$ cat src/rtl/lsu_bus_pkg.sv
// Shared types and lane helpers for the lsu_bus load/store initiator.
// LSU_BUS_MISALIGNED_EN enables two-transfer handling of lane-crossing accesses.
package lsu_bus_pkg;

    typedef enum logic [1:0] {
        SIZ_B = 2'd0,
        SIZ_H = 2'd1,
        SIZ_W = 2'd2,
        SIZ_X = 2'd3
    } siz_t;

`ifdef LSU_BUS_MISALIGNED_EN
    typedef enum logic [1:0] {
        ST_IDLE = 2'd0,
        ST_REQ  = 2'd1,
        ST_REQ2 = 2'd2,
        ST_RSP  = 2'd3
    } state_t;

    // Read path sees {second word, first word} when an access is split.
    localparam int RW = 64;
`else
    typedef enum logic [1:0] {
        ST_IDLE = 2'd0,
        ST_REQ  = 2'd1,
        ST_RSP  = 2'd2
    } state_t;

    localparam int RW = 32;
`endif

    // Lane mask over two consecutive words; bits [7:4] belong to the next word.
    function automatic logic [7:0] sel_f(siz_t siz, logic [1:0] off);
        case (siz)
            SIZ_B:   return 8'b0000_0001 << off;
            SIZ_H:   return 8'b0000_0011 << off;
            SIZ_W:   return 8'b0000_1111 << off;
            default: return 8'b0000_0000;
        endcase
    endfunction

    function automatic logic legal_f(siz_t siz, logic [1:0] off);
`ifdef LSU_BUS_MISALIGNED_EN
        return (siz != SIZ_X) && (off == off);
`else
        case (siz)
            SIZ_B:   return 1'b1;
            SIZ_H:   return !off[0];
            SIZ_W:   return off == 2'b00;
            default: return 1'b0;
        endcase
`endif
    endfunction

endpackage

$ cat src/rtl/lsu_bus_if.sv
// req/wen/sel/adr/wdt/rdt/ack memory bus; read data arrives the cycle after a read transfer.
interface lsu_bus_if #(
    parameter int AW = 32
);
    logic          req;
    logic          wen;
    logic [3:0]    sel;
    logic [AW-1:0] adr;
    logic [31:0]   wdt;
    logic [31:0]   rdt;
    logic          ack;

    modport master (output req, wen, sel, adr, wdt, input rdt, ack);
    modport slave  (input req, wen, sel, adr, wdt, output rdt, ack);
endinterface

$ cat src/rtl/lsu_bus_fmt.sv
// Read-data formatter: shifts the addressed lanes down and sign/zero-extends to 32 bits.
module lsu_bus_fmt
    import lsu_bus_pkg::*;
#(
    parameter int RW = 32
) (
    input  logic [RW-1:0] rdt_i,
    input  logic [1:0]    off_i,
    input  siz_t          siz_i,
    input  logic          uns_i,
    output logic [31:0]   dat_o
);
    logic [31:0] w;

    assign w = 32'(rdt_i >> {off_i, 3'b000});

    // NOTE: every combinational output gets a value on every path, otherwise a latch is inferred.
    always_comb begin
        dat_o = w;
        case (siz_i)
            SIZ_B:   dat_o = {{24{!uns_i & w[7]}}, w[7:0]};
            SIZ_H:   dat_o = {{16{!uns_i & w[15]}}, w[15:0]};
            default: dat_o = w;
        endcase
    end
endmodule

$ cat src/rtl/lsu_bus.sv
// lsu_bus: turns one core byte/half/word access into aligned bus transfers, one access in flight.
// Define LSU_BUS_MISALIGNED_EN to split lane-crossing half/word accesses into two transfers.
module lsu_bus
    import lsu_bus_pkg::*;
#(
    parameter int AW = 32,
    parameter int DW = 32
) (
    input  logic          clk,
    input  logic          rst_n,
    input  logic          ls_vld,
    output logic          ls_rdy,
    input  logic          ls_wen,
    input  logic [1:0]    ls_siz,
    input  logic          ls_uns,
    input  logic [AW-1:0] ls_adr,
    input  logic [31:0]   ls_wdt,
    output logic          rsp_vld,
    output logic          rsp_err,
    output logic [31:0]   rsp_rdt,
    lsu_bus_if.master     bus
);
    if (DW != 32) begin : g_dw_chk
        $error("lsu_bus: only DW=32 is supported");
    end

    state_t        state_q, state_d;
    logic          req_q, wen_q, uns_q, err_q;
    siz_t          siz_q;
    logic [1:0]    off_q;
    logic [3:0]    sel_q;
    logic [AW-1:0] adr_q;
    logic [31:0]   wdt_q;

    logic [1:0]    off;
    logic          accept, legal;
    logic [3:0]    sel_n;
    logic [31:0]   wdt_n;
    logic [RW-1:0] fmt_in;
    logic [31:0]   fmt_dat;

    assign off    = ls_adr[1:0];
    assign ls_rdy = (state_q == ST_IDLE);
    assign accept = ls_vld & ls_rdy;
    assign legal  = legal_f(siz_t'(ls_siz), off);

`ifdef LSU_BUS_MISALIGNED_EN
    logic          split_q, cap_q;
    logic [3:0]    sel2_q;
    logic [31:0]   wdt2_q, rdt1_q;
    logic [7:0]    sel8;
    logic [63:0]   wdt64;

    assign sel8   = sel_f(siz_t'(ls_siz), off);
    assign wdt64  = {32'b0, ls_wdt} << {off, 3'b000};
    assign sel_n  = sel8[3:0];
    assign wdt_n  = wdt64[31:0];
    assign fmt_in = split_q ? {bus.rdt, rdt1_q} : {32'b0, bus.rdt};
`else
    assign sel_n  = 4'(sel_f(siz_t'(ls_siz), off));
    assign wdt_n  = ls_wdt << {off, 3'b000};
    assign fmt_in = bus.rdt;
`endif

    always_comb begin
        state_d = state_q;
        case (state_q)
            ST_IDLE: if (accept) state_d = legal ? ST_REQ : ST_RSP;
`ifdef LSU_BUS_MISALIGNED_EN
            ST_REQ:  if (bus.ack) state_d = split_q ? ST_REQ2 : ST_RSP;
            ST_REQ2: if (bus.ack) state_d = ST_RSP;
`else
            ST_REQ:  if (bus.ack) state_d = ST_RSP;
`endif
            ST_RSP:  state_d = ST_IDLE;
            default: state_d = ST_IDLE;
        endcase
    end

    // NOTE: sequential state uses non-blocking assignments so every register samples pre-edge values.
    always_ff @(posedge clk or negedge rst_n) begin
        if (!rst_n) begin
            state_q <= ST_IDLE;
            req_q   <= 1'b0;
            wen_q   <= 1'b0;
            uns_q   <= 1'b0;
            err_q   <= 1'b0;
            siz_q   <= SIZ_B;
            off_q   <= 2'b00;
            sel_q   <= '0;
            adr_q   <= '0;
            wdt_q   <= '0;
`ifdef LSU_BUS_MISALIGNED_EN
            split_q <= 1'b0;
            cap_q   <= 1'b0;
            sel2_q  <= '0;
            wdt2_q  <= '0;
            rdt1_q  <= '0;
`endif
        end else begin
            state_q <= state_d;
`ifdef LSU_BUS_MISALIGNED_EN
            // First read word is only valid in the cycle right after transfer one.
            if (cap_q) begin
                rdt1_q <= bus.rdt;
                cap_q  <= 1'b0;
            end
`endif
            if (accept) begin
                req_q <= legal;
                wen_q <= ls_wen;
                uns_q <= ls_uns;
                err_q <= !legal;
                siz_q <= siz_t'(ls_siz);
                off_q <= off;
                sel_q <= sel_n;
                adr_q <= {ls_adr[AW-1:2], 2'b00};
                wdt_q <= wdt_n;
`ifdef LSU_BUS_MISALIGNED_EN
                split_q <= legal && (sel8[7:4] != 4'b0000);
                sel2_q  <= sel8[7:4];
                wdt2_q  <= wdt64[63:32];
`endif
            end else if (state_q == ST_REQ && bus.ack) begin
`ifdef LSU_BUS_MISALIGNED_EN
                if (split_q) begin
                    sel_q <= sel2_q;
                    adr_q <= adr_q + AW'(4);
                    wdt_q <= wdt2_q;
                    cap_q <= 1'b1;
                end else begin
                    req_q <= 1'b0;
                end
`else
                req_q <= 1'b0;
`endif
            end
`ifdef LSU_BUS_MISALIGNED_EN
            else if (state_q == ST_REQ2 && bus.ack) begin
                req_q <= 1'b0;
            end
`endif
        end
    end

    lsu_bus_fmt #(.RW(RW)) u_fmt (
        .rdt_i (fmt_in),
        .off_i (off_q),
        .siz_i (siz_q),
        .uns_i (uns_q),
        .dat_o (fmt_dat)
    );

    assign bus.req = req_q;
    assign bus.wen = wen_q;
    assign bus.sel = sel_q;
    assign bus.adr = adr_q;
    assign bus.wdt = wdt_q;

    assign rsp_vld = (state_q == ST_RSP);
    assign rsp_err = rsp_vld & err_q;
    assign rsp_rdt = (rsp_vld && !err_q && !wen_q) ? fmt_dat : 32'b0;
endmodule
$ cat src/flat_wrapper.sv
// flat-port wrapper written by rule: the top's interface ports become plain ports
module lsu_bus_flat import lsu_bus_pkg::*;
#(
    parameter int AW = 32,
    parameter int DW = 32
)
  (clk, rst_n, ls_vld, ls_rdy, ls_wen, ls_siz, ls_uns, ls_adr, ls_wdt, rsp_vld, rsp_err, rsp_rdt, bus_req, bus_wen, bus_sel, bus_adr, bus_wdt, bus_rdt, bus_ack);
  lsu_bus_if #(.AW(AW)) bus_i ();
  input  logic clk;
  input  logic rst_n;
  input  logic ls_vld;
  output logic ls_rdy;
  input  logic ls_wen;
  input  logic [1:0] ls_siz;
  input  logic ls_uns;
  input  logic [AW-1:0] ls_adr;
  input  logic [31:0] ls_wdt;
  output logic rsp_vld;
  output logic rsp_err;
  output logic [31:0] rsp_rdt;
  output wire logic [$bits(bus_i.req)-1:0] bus_req;
  output wire logic [$bits(bus_i.wen)-1:0] bus_wen;
  output wire logic [$bits(bus_i.sel)-1:0] bus_sel;
  output wire logic [$bits(bus_i.adr)-1:0] bus_adr;
  output wire logic [$bits(bus_i.wdt)-1:0] bus_wdt;
  input wire logic [$bits(bus_i.rdt)-1:0] bus_rdt;
  input wire logic [$bits(bus_i.ack)-1:0] bus_ack;
  assign bus_req = bus_i.req;
  assign bus_wen = bus_i.wen;
  assign bus_sel = bus_i.sel;
  assign bus_adr = bus_i.adr;
  assign bus_wdt = bus_i.wdt;
  assign bus_i.rdt = bus_rdt;
  assign bus_i.ack = bus_ack;
  lsu_bus #(.AW(AW), .DW(DW)) u_core (.clk(clk), .rst_n(rst_n), .ls_vld(ls_vld), .ls_rdy(ls_rdy), .ls_wen(ls_wen), .ls_siz(ls_siz), .ls_uns(ls_uns), .ls_adr(ls_adr), .ls_wdt(ls_wdt), .rsp_vld(rsp_vld), .rsp_err(rsp_err), .rsp_rdt(rsp_rdt), .bus(bus_i));
endmodule
$ cat config.mk
export PLATFORM = sky130hd
export DESIGN_NAME = lsu_bus_flat
export DESIGN_NICKNAME = d
export VERILOG_FILES = /design/src/rtl/lsu_bus_pkg.sv /design/src/rtl/lsu_bus_if.sv /design/src/rtl/lsu_bus_fmt.sv /design/src/rtl/lsu_bus.sv /design/src/flat_wrapper.sv
export SDC_FILE = /design/constraint.sdc
export NUM_CORES = 1
export LEC_CHECK = 0
export BUFFER_PORTS_ARGS = -buffer_cell sky130_fd_sc_hd__buf_2
export CAP_MARGIN = 0
export CELL_PAD_IN_SITES_DETAIL_PLACEMENT = 1
export CELL_PAD_IN_SITES_GLOBAL_PLACEMENT = 2
export CORE_UTILIZATION = 25
export CTS_CLUSTER_DIAMETER = 120
export DETAILED_ROUTE_END_ITERATION = 7
export GPL_ROUTABILITY_DRIVEN = 0
export PLACE_DENSITY = 0.85
export SLEW_MARGIN = 20
export SYNTH_ARGS = -nofsm -noshare
export SYNTH_HDL_FRONTEND = slang
export SYNTH_SLANG_ARGS = --single-unit
export TNS_END_PERCENT = 20
$ cat constraint.sdc
create_clock -name clk -period 2.84 [get_ports clk]
set_clock_uncertainty 0.15 [all_clocks]
set_input_delay 0.426 -clock clk [delete_from_list [all_inputs] [get_ports clk]]
set_output_delay 0.426 -clock clk [all_outputs]
set_load 0.02 [all_outputs]
==> results of run 1 <==
## flip-flops by register name, indices dropped and copies added (netlist names)
register	flops
u_core.bus.req	1
u_core.bus.adr	30
u_core.off_q	2
u_core.bus.sel	4
u_core.bus.wdt	32
u_core.siz_q	2
u_core.err_q	1
u_core.state_q	2
u_core.bus.wen	1
u_core.uns_q	1
## power by group through the flow
stage	Clock (W)	Sequential (W)	Combinational (W)
after floorplan	0	0.00176	0.000646
final	0.00103	0.00149	0.00145
after global routing	0.00110	0.00153	0.00160
after detailed placement	0	0.00150	0.00146
after CTS	0.00107	0.00149	0.00147
after global placement	0	0.00149	0.00143
## synthesized netlist by cell type (all sizes together)
cell	instances
a211oi	30
ha	4
o221ai	1
conb	1
buf	22
nand3b	1
o31ai	9
o21ai	11
nor3	2
a31oi	1
a32o	1
a221oi	2
nand2	173
o22ai	1
a22o	1
o41ai	2
or4b	1
nor2	33
or3b	1
clkbuf	13
a21o	1
nor2b	18
a21oi	16
o21a	2
nand3	8
a31o	1
nor3b	1
nor4b	1
xor2	1
a2111oi	1
and2	2
inv	5
mux2	17
nand2b	1
mux2i	24
or3	1
dfrtp	76
## area by class of cell
cell class	count	area, um2
clock buffer	14	254.0
sequential	76	1902
inverter	5	18.77
clock inverter	2	10.01
tap	216	270.3
fill	1956	10390
multi-input combinational	371	2098
antenna	1	2.502
timing repair buffer	214	1110
## per-layer routing
| layer | vias up | GRT usage | routed length, um |
|---|---|---|---|
| met5 | - | 0 | 10 |
| met4 | 2 | 0.06694 | 399 |
| met3 | 25 | 0.05090 | 1102 |
| met2 | 148 | 0.2910 | 6796 |
| met1 | 1953 | 0.1967 | 6024 |
| li1 | 2010 | - | - |
## how the worst max path moves through the flow
stage / start / to / depth (start not counted)
after floorplan: u_core.state_q[0] / rsp_rdt[10] / 4
after global placement: u_core.state_q[0] / rsp_rdt[24] / 5
after detailed placement: u_core.off_q[1] / rsp_rdt[25] / 5
after CTS: u_core.state_q[0] / rsp_rdt[19] / 5
after global routing: u_core.off_q[1] / rsp_rdt[25] / 5
final: u_core.off_q[1] / rsp_rdt[28] / 5
## cell families after synthesis
logic type	count (synthesis)
mux	41
simple gates	243
buf+inv	40
flops	76
fa+ha+maj	4
xor+xnor	1
compound gates	80
other cells	1
## per-stage QoR
stage | instances | instance area [um2] | TNS (ns)
detailed placement | 881 | 5371 | 0
CTS | 898 | 5655 | 0
finish | 899 | 5665 | 0
global placement | 881 | 5371 | 0
global route | 899 | 5665 | -0.0002860
floorplan | 487 | 4164 | 0
## placed cells by master (no fill, tap or decap), types with 2 or more instances in the layout
| cell type | count |
|---|---|
| mux2i_1 | 23 |
| clkbuf_1 | 4 |
| mux2_2 | 17 |
| a211oi_1 | 30 |
| a21oi_1 | 16 |
| buf_4 | 7 |
| nand3_1 | 8 |
| o31ai_1 | 9 |
| ha_1 | 4 |
| o21a_1 | 2 |
| o21ai_0 | 10 |
| clkinv_2 | 2 |
| inv_1 | 5 |
| clkbuf_16 | 9 |
| a221oi_1 | 2 |
| conb_1 | 2 |
| nor2_1 | 33 |
| o41ai_1 | 2 |
| nor2b_1 | 18 |
| nand2_1 | 172 |
| dfrtp_1 | 76 |
| buf_2 | 205 |
## critical path: stages, from the launching register on
cell and delay [ns]:
dfrtp_1 0.54, mux2_2 0.42, a32o_1 0.25, o21ai_4 0.33, nand2_1 0.10, buf_2 0.18
## repair_timing
item | 4_1_cts | 5_1_grt
setup endpoints to repair | 16 | 17
gates cloned | 0 | 0
gates resized for setup | 2 | 2
setup buffers | 1 | 0
pin swaps | 1 | 2
==> summary.txt, run 1 <==
Die
  • Die area: around 0.017 mm2
  • FP Rows: 46
  • Chip width: around 130 um
  • Core area: around 0.016 mm2
  • Initial Utilization: 0.2591
  • Ports: about 210
  • Height of the die: approximately 130 um

Setup path
  • Critical Path AT: roughly 2.2 ns
  • WS Path Type: flop to output port
  • Worst r2r src: u_core.state_q[0]
  • Startpoint Class: flop
  • Reg2reg path depth: 5
  • Crit end category: output port
  • Reg2reg setup slack: between 0.8 and 0.9 ns
  • Critical path peak fanout: 16
  • R2r endpoint: u_core.bus.adr[7]
  • WP data required: approximately 2.3 ns

Placed design
  • IO buf count: roughly 210
  • Pre-CTS setup slack: approximately 0.30 ns
  • Hpwl dp: 10.99 mm

Drt
  • ANT nets after route: 0
  • # DRC: 0
  • Router iterations before antenna repair: 4
  • Via-per-instance ratio: between 4 and 5
  • Routed wire length: 14.33 mm
  • Drt wl/cell: between 15 and 20 um
  • Initial detailed-routing violation count: 125
  • Via count: approximately 4100

Timing
  • Final max-slew violation count: 0
  • Fin crit share: 0.9649
  • Post-layout min period: around 2.7 ns
  • Final setup fails: 0
  • Setup slack after layout: 0.09969 ns
  • Max frequency: around 0.36 GHz
  • RSZ-0062 raised after global routing: yes
  • Rel. slew slack: 0.3596
  • Slew @ Worst Pin: 0.9606 ns
  • Final count of hold timing violations: 0
  • Hold Slack: around 0.096 ns

Power
  • Peak supply drop: approximately 0.32 mV
  • Register share of total power: 0.375
  • Switch share: 0.3815
  • Switching power total: ~0.0015 W
  • Leakage: ~3.1 nW
  • Power per cell area: about 700 mW/mm2
  • Combinational share of power: 0.366
  • Pint: 0.002460 W
  • Pwr Total: slightly below 0.004 W
  • Clock power frac: 0.260

Synthesis
  • Synth Area per Inst: between 8 and 9 um2
  • Main area contributors after synthesis: dfrtp_1, nand2_1, mux2i_1
  • Adder-Cell Fraction of Synth Area: 0.01203
  • Yosys reg bits: 76
  • Mux contribution to synthesized area: 0.1038
  • Compound-gate portion of the synthesized area: 0.1314
  • Seq/Total Area, Yosys: 0.4571
  • Simple-Gate Fraction of Synth Area: 0.2484
  • Synth area leader: dfrtp_1
  • Xor/xnor share of the synthesized area: 0.002105
  • Synthesized instance count: a little under 500
  • Synth top area share: 0.4571
  • Synth Cell Area: 0.004160 mm2
  • Syn. warnings: 0
  • Distinct cell type count after synthesis: slightly above 40
  • Main combinational cell family by area after synthesis: simple AND/OR/NAND/NOR gates

Global route
  • Largest net degree at the start of global routing: 77
  • Initial antenna violation count: 2
  • Total global routing overflow: 0
  • Vias in the first global route: about 4300
  • Total global-route track usage: 0.1692
  • First-pass GRT wire length: roughly 22 mm

Finish
  • Post-layout util: 0.3528
  • Share of post-route cells with drive strength above 1: 0.3710
  • Nets: approximately 800
  • Area grow syn2layout: 36.18%

Clock tree
  • Cts bufs inserted: 9
  • Skew-Pair Late Insertion Delay: about 0.33 ns
  • Clk slew on worst S/H paths: 0.05 ns
  • Deepest clock path buffer count: 2
  • CTS tree: done
  • Hold buffer count at cts: 0
  • Clk sinks: 76
  • H-tree Lvls: 3
  • CTS root buffer: clkbuf_16

Flow run
  • Max-cap viol count: 0

Outcome
  • Outcome: finished, final reports clean

Hold path
  • Worst hold path type: input port to async pin
Power figures use the tool's default switching activity.
==> inputs of run 2 (changes only) <==
Settings changed: RECOVER_POWER from default to 25.
==> run 2 against run 1 <==
Effect of this change: the run now ends with capacitance limit, slew limit left; critical path type unchanged; total power about the same; design area about the same; critical path depth unchanged; sequential power about the same; clock power about the same; critical endpoint unchanged; largest power group unchanged; non-clock buffer count unchanged; sequential share of layout area about the same; maximum frequency unchanged.
==> summary.txt, run 2 (synthesis gave the netlist of run 1 again) <==
Setup path
  • Critical path peak fanout: 16 (unchanged)
  • Crit end category: output port (unchanged)
  • WS Path Type: flop to output port (unchanged)
  • Reg2reg path depth: 5 (unchanged)
  • Critical Path AT: 2.16 ns (about the same)
  • Startpoint Class: flop (unchanged)
  • WP data required: 2.26 ns (about the same)

Die
  • Chip width: 131 um (unchanged)
  • Height of the die: 131 um (unchanged)
  • Ports: 209 (unchanged)
  • Core area: 0.01606 mm2 (unchanged)
  • FP Rows: 46 (unchanged)
  • Die area: 0.01716 mm2 (unchanged)
  • Initial Utilization: 0.2591 (unchanged)

Finish
  • Nets: 785 (unchanged)
  • Sequential cell area: 0.001902 mm2 (unchanged)
  • Final instance area: 0.005663 mm2 (was 0.005665 mm2)
  • Area grow syn2layout: 36.12% (was 36.18%)
  • Max FFs per register: 32 (unchanged)
  • Fillers: 1956 (unchanged)
  • Finished Layout Cells: 899 (unchanged)
  • Post-layout util: 0.3527 (was 0.3528)
  • Most frequent cells in the layout: buf_2, nand2_1, dfrtp_1 (unchanged)
  • Most common library cell in the layout ignoring fill and taps: buf_2 (unchanged)
  • Share of post-route cells with drive strength above 1: 0.3710 (unchanged)
  • Multi-input logic area: 0.002098 mm2 (unchanged)

Drt
  • Router iterations before antenna repair: 4 (unchanged)
  • Routed wire length: 14.33 mm (unchanged)
  • ANT nets after route: 0 (unchanged)
  • Via-per-instance ratio: 4.603 (unchanged)
  • Drt wl/cell: 15.94 um (unchanged)
  • # DRC: 0 (unchanged)
  • Via count: 4138 (unchanged)
  • Initial detailed-routing violation count: 125 (unchanged)

Clock tree
  • Skew-Pair Late Insertion Delay: 0.33 ns (about the same)
  • Cts bufs inserted: 9 (unchanged)
  • H-tree Lvls: 3 (unchanged)
  • Clk sinks: 76 (unchanged)
  • CTS root buffer: clkbuf_16 (unchanged)
  • Clk slew on worst S/H paths: 0.06 ns (was 0.05 ns)
  • CTS tree: done (unchanged)
  • Deepest clock path buffer count: 2 (unchanged)

Placed design
  • Placed cells: 881 (unchanged)
  • Cell Area, Placed: 0.005371 mm2 (unchanged)
  • Hpwl dp: 10.99 mm (unchanged)
  • IO buf count: 206 (unchanged)

Hold path
  • Worst hold path type: input port to flop (was input port to async pin)
  • Hold depth: 3

Timing
  • Rel. slew slack: -0.2569 (was 0.3596)
  • RSZ-0062 raised after global routing: yes (unchanged)
  • Fin crit share: 0.9649 (unchanged)
  • Post-layout min period: 2.740 ns (unchanged)
  • Max frequency: 0.3649 GHz (unchanged)
  • Final setup fails: 0 (unchanged)
  • Slew @ Worst Pin: 1.885 ns (was 0.9606 ns)
  • Final count of hold timing violations: 0 (unchanged)
  • Final max-slew violation count: 77 (was 0)
  • Hold Slack: 0.1348 ns (was 0.09613 ns)

Global route
  • Largest net degree at the start of global routing: 77 (unchanged)
  • Total global-route track usage: 0.1692 (unchanged)
  • First-pass GRT wire length: 22.33 mm (unchanged)
  • Vias in the first global route: 4269 (unchanged)
  • Initial antenna violation count: 2 (unchanged)
  • Total global routing overflow: 0 (unchanged)

Flow run
  • Max-cap viol count: 1 (was 0)

Power
  • Power per cell area: 702.2 mW/mm2 (was 701.9 mW/mm2)
  • Leakage: 3.082 nW (about the same)
  • Pwr Total: 0.003977 W (about the same)
  • Peak supply drop: 0.3241 mV (about the same)

Outcome
  • Outcome: finished, violations left (was finished, final reports clean)
  • Failing checks: capacitance limit, slew limit
run 2: power breakdown:
group / internal [W] / switching [W] / total, W
logic: 0.000515 / 0.000938 / 0.00145
registers: 0.00133 / 0.000160 / 0.00149
clock network: 0.000614 / 0.000418 / 0.00103
run 2: critical path: stages, from the launching register on:
cell and delay, ns:
dfrtp_1 0.54, mux2_2 0.42, a32o_1 0.25, o21ai_4 0.33
nand2_1 0.10, buf_2 0.18
run 2: through the flow:
step | TNS [ns] | setup WS, ns
final | 0 | 0.09969
after global routing | -0.0002860 | -0.0002860
after CTS | 0 | 0.07083
after detailed placement | 0 | 0.2986
after global placement | 0 | 0.3704
after floorplan | 0 | 0.5554
run 2: per-layer routing:
metal	track usage	up-vias	routed length, um
met5	0	-	10
li1	-	2010	-
met4	0.06694	2	399
met2	0.2910	148	6795
met3	0.05090	25	1102
met1	0.1967	1953	6025
run 2: final timing paths:
check | slack, ns | endpoint | startpoint
hold reg to reg | 0.31 | u_core.bus.wdt[1] | u_core.bus.wdt[1]
setup / recovery | 0.1 | rsp_rdt[28] | u_core.off_q[1]
min in group asynchronous | 0.47 | u_core.bus.adr[13] | rst_n
hold / removal | 0.13 | u_core.bus.adr[30] | ls_adr[30]
max in group asynchronous | 0.96 | u_core.bus.sel[3] | rst_n
setup reg to reg | 0.86 | u_core.bus.adr[7] | u_core.state_q[0]
run 2: final cells by class:
class,instances,area share
multi-input cells,371,0.3705
flip-flops and latches,76,0.3358
repair buffers,214,0.1955
well taps,216,0.04772
clock buffers,14,0.04485
inverters,5,0.003314
clock inverters,2,0.001768
diodes,1,0.0004419
run 2: what timing repair did:
item                                    4_1_cts  5_1_grt
pin swaps                                     1        2
hold buffers                                  0        0
endpoints found under the setup margin       16       17
resized for setup                             2        2
setup buffers                                 1        0
==> inputs of run 3 (changes only) <==
Settings changed: CORE_MARGIN from default to 2, SETUP_SLACK_MARGIN from default to 0.1.
==> run 3 against run 2 <==
Effect of this change: critical endpoint is now rsp_rdt[13]; clock power rose by 9%; worst hold slack got worse by 0.00079 ns; die area rose by 3.1%; the flow still finishes with violations (capacitance limit, slew limit); core utilization is 0.23 points lower; non-clock buffer count grew 5; total power grew 2.7%.
==> summary.txt, run 3 (synthesis gave the netlist of run 1 again) <==
Setup path
  • WS Path Type: flop to output port (unchanged)
  • Critical path peak fanout: 24 (was 16)
  • Crit end category: output port (unchanged)
  • Startpoint Class: flop (unchanged)
  • Critical Path AT: 2.07 ns (was 2.16 ns)
  • WP data required: 2.26 ns (about the same)
  • Worst path slowest cell: dfrtp_1 (unchanged)
  • CP max stage delay: 0.45 ns (was 0.54 ns)
  • Crit path cell chain: buf_12 -> mux2i_1 -> or3_1 -> a31o_2 -> nor2_1 -> buf_2 (was mux2_2 -> a32o_1 -> o21ai_4 -> nand2_1 -> buf_2)

Hold path
  • Worst hold path type: input port to flop (unchanged)

Timing
  • Post-layout min period: 2.651 ns (was 2.740 ns)
  • Setup slack after layout: 0.1893 ns (was 0.09969 ns)
  • Rel. slew slack: -0.2865 (was -0.2569)
  • Total negative setup slack: 0 ns (unchanged)
  • Fin crit share: 0.9334 (was 0.9649)
  • Slew @ Worst Pin: 1.930 ns (was 1.885 ns)
  • Final setup fails: 0 (unchanged)
  • RSZ-0062 raised after global routing: yes (unchanged)
  • Max frequency: 0.3773 GHz (was 0.3649 GHz)
  • Final max-slew violation count: 77 (unchanged)
  • Hold Slack: 0.1340 ns (was 0.1348 ns)
  • Final count of hold timing violations: 0 (unchanged)

Outcome
  • Failing checks: capacitance limit, slew limit (unchanged)
  • Outcome: finished, violations left (unchanged)

Global route
  • Initial antenna violation count: 1 (was 2)
  • First-pass GRT wire length: 23.58 mm (was 22.33 mm)
  • Total global routing overflow: 0 (unchanged)
  • Largest net degree at the start of global routing: 77 (unchanged)
  • Vias in the first global route: 4438 (was 4269)
  • Total global-route track usage: 0.1667 (was 0.1692)

Power
  • Leakage: 3.123 nW (was 3.082 nW)
  • Peak supply drop: 0.3097 mV (was 0.3241 mV)
  • Clock power frac: 0.273 (was 0.260)
  • Switch share: 0.3788 (was 0.3815)
  • Register share of total power: 0.364 (was 0.375)
  • Switching power total: 0.001547 W (was 0.001517 W)
  • Combinational share of power: 0.363 (was 0.366)
  • Pint: 0.002537 W (was 0.002460 W)
  • Power per cell area: 710.5 mW/mm2 (was 702.2 mW/mm2)

Clock tree
  • Deepest clock path buffer count: 2 (unchanged)
  • Clk sinks: 76 (unchanged)
  • Cts bufs inserted: 9 (unchanged)
  • Skew-Pair Late Insertion Delay: 0.33 ns (about the same)
  • H-tree Lvls: 3 (unchanged)
  • Hold buffer count at cts: 0 (unchanged)
  • Clk slew on worst S/H paths: 0.06 ns (about the same)
  • CTS tree: done (unchanged)
  • CTS root buffer: clkbuf_16 (unchanged)

Finish
  • Nets: 790 (was 785)
  • Area grow syn2layout: 38.17% (was 36.12%)
  • Final instance area: 0.005748 mm2 (was 0.005663 mm2)
  • Share of post-route cells with drive strength above 1: 0.3799 (was 0.3710)
  • Most common library cell in the layout ignoring fill and taps: buf_2 (unchanged)
  • Post-layout util: 0.3503 (was 0.3527)
  • Ant. Diodes: 0 (was 1)
  • Most frequent cells in the layout: buf_2, nand2_1, dfrtp_1 (unchanged)
  • Max FFs per register: 32 (unchanged)

Die
  • FP Rows: 47 (was 46)
  • Initial Utilization: 0.2536 (was 0.2591)
  • Height of the die: 133 um (was 131 um)
  • Ports: 209 (unchanged)
  • Chip width: 133 um (was 131 um)
  • Die area: 0.01769 mm2 (was 0.01716 mm2)
  • Core area: 0.01641 mm2 (was 0.01606 mm2)

Drt
  • Via-per-instance ratio: 4.611 (was 4.603)
  • # DRC: 0 (unchanged)
  • Drt wl/cell: 16.24 um (was 15.94 um)
  • Router iterations before antenna repair: 4 (unchanged)
  • Routed wire length: 14.73 mm (was 14.33 mm)
  • ANT nets after route: 0 (unchanged)
  • Initial detailed-routing violation count: 108 (was 125)
  • Via count: 4182 (was 4138)

Placed design
  • Pre-CTS setup slack: 0.3101 ns (was 0.2986 ns)
  • IO buf count: 206 (unchanged)
  • Cell Area, Placed: 0.005384 mm2 (was 0.005371 mm2)
  • Hpwl dp: 11.35 mm (was 10.99 mm)

Flow run
  • Max-cap viol count: 1 (unchanged)
-- run 3: changes by cell type in the layout (fill, tap and decap cells not counted), sizes merged --
cell | before | now
clkbuf | 15 | 12
clkinv | 2 | 3
diode | 1 | 0
bufinv | 0 | 1
buf | 213 | 218
clkinvlp | 0 | 1
-- run 3: path summary, 6_finish.rpt --
path / from / end / slack [ns] / cells after the start
setup / recovery: u_core.off_q[1] / rsp_rdt[13] / 0.19 / 6
hold / removal: ls_adr[24] / u_core.bus.adr[24] / 0.13 / 3
setup reg to reg: u_core.state_q[0] / u_core.bus.sel[3] / 0.74 / 5
hold reg to reg: u_core.bus.wdt[7] / u_core.bus.wdt[7] / 0.31 / 2
max in group asynchronous: rst_n / u_core.state_q[0] / 0.77 / 1
min in group asynchronous: rst_n / u_core.bus.wdt[7] / 0.48 / 1
-- run 3: power by group through the flow --
stage	clock network [W]	registers (W)	logic (W)
floorplan	0	0.00176	0.000646
global placement	0	0.00149	0.00144
detailed placement	0	0.00150	0.00148
CTS	0.00116	0.00149	0.00149
global route	0.00120	0.00153	0.00162
finish	0.00112	0.00149	0.00148
-- run 3: through the flow --
step                      power (W)  cells
after global placement     0.002922    886
after detailed placement   0.002981    886
after CTS                  0.004136    903
after floorplan            0.002401    487
final                      0.004084    907
after global routing       0.004352    907
-- run 3: per-layer routing --
layer  GRT usage  vias up  wire [um]
li1            -     2022          -
met1      0.1965     1991       6046
met2      0.2904      150       7287
met3     0.05134       17       1170
met4     0.05137        2        214
met5           0        -         13
-- run 3: timing repair --
action                                  4_1_cts  5_1_grt
pin swaps                                     3        4
gates resized for setup                       3        5
endpoints found under the setup margin       24       24
setup buffers                                 1        4
-- run 3: layout make-up --
| cell class | instances | area (um2) |
|---|---|---|
| Clock inverter | 5 | 52.55 |
| Sequential cell | 76 | 1903 |
| Clock buffer | 11 | 232.7 |
| Inverter | 5 | 18.77 |
| Multi-Input combinational cell | 371 | 2097 |
| Timing Repair Buffer | 219 | 1169 |
| Fill cell | 2018 | 10660 |
| Tap cell | 220 | 275.3 |
-- run 3: critical path, delay by kind of cell (launching register included) --
family | cells | cell delay [ns]
compound gates | 1 | 0.30
buf+inv | 2 | 0.38
simple gates | 2 | 0.45
mux | 1 | 0.17
flops | 1 | 0.45
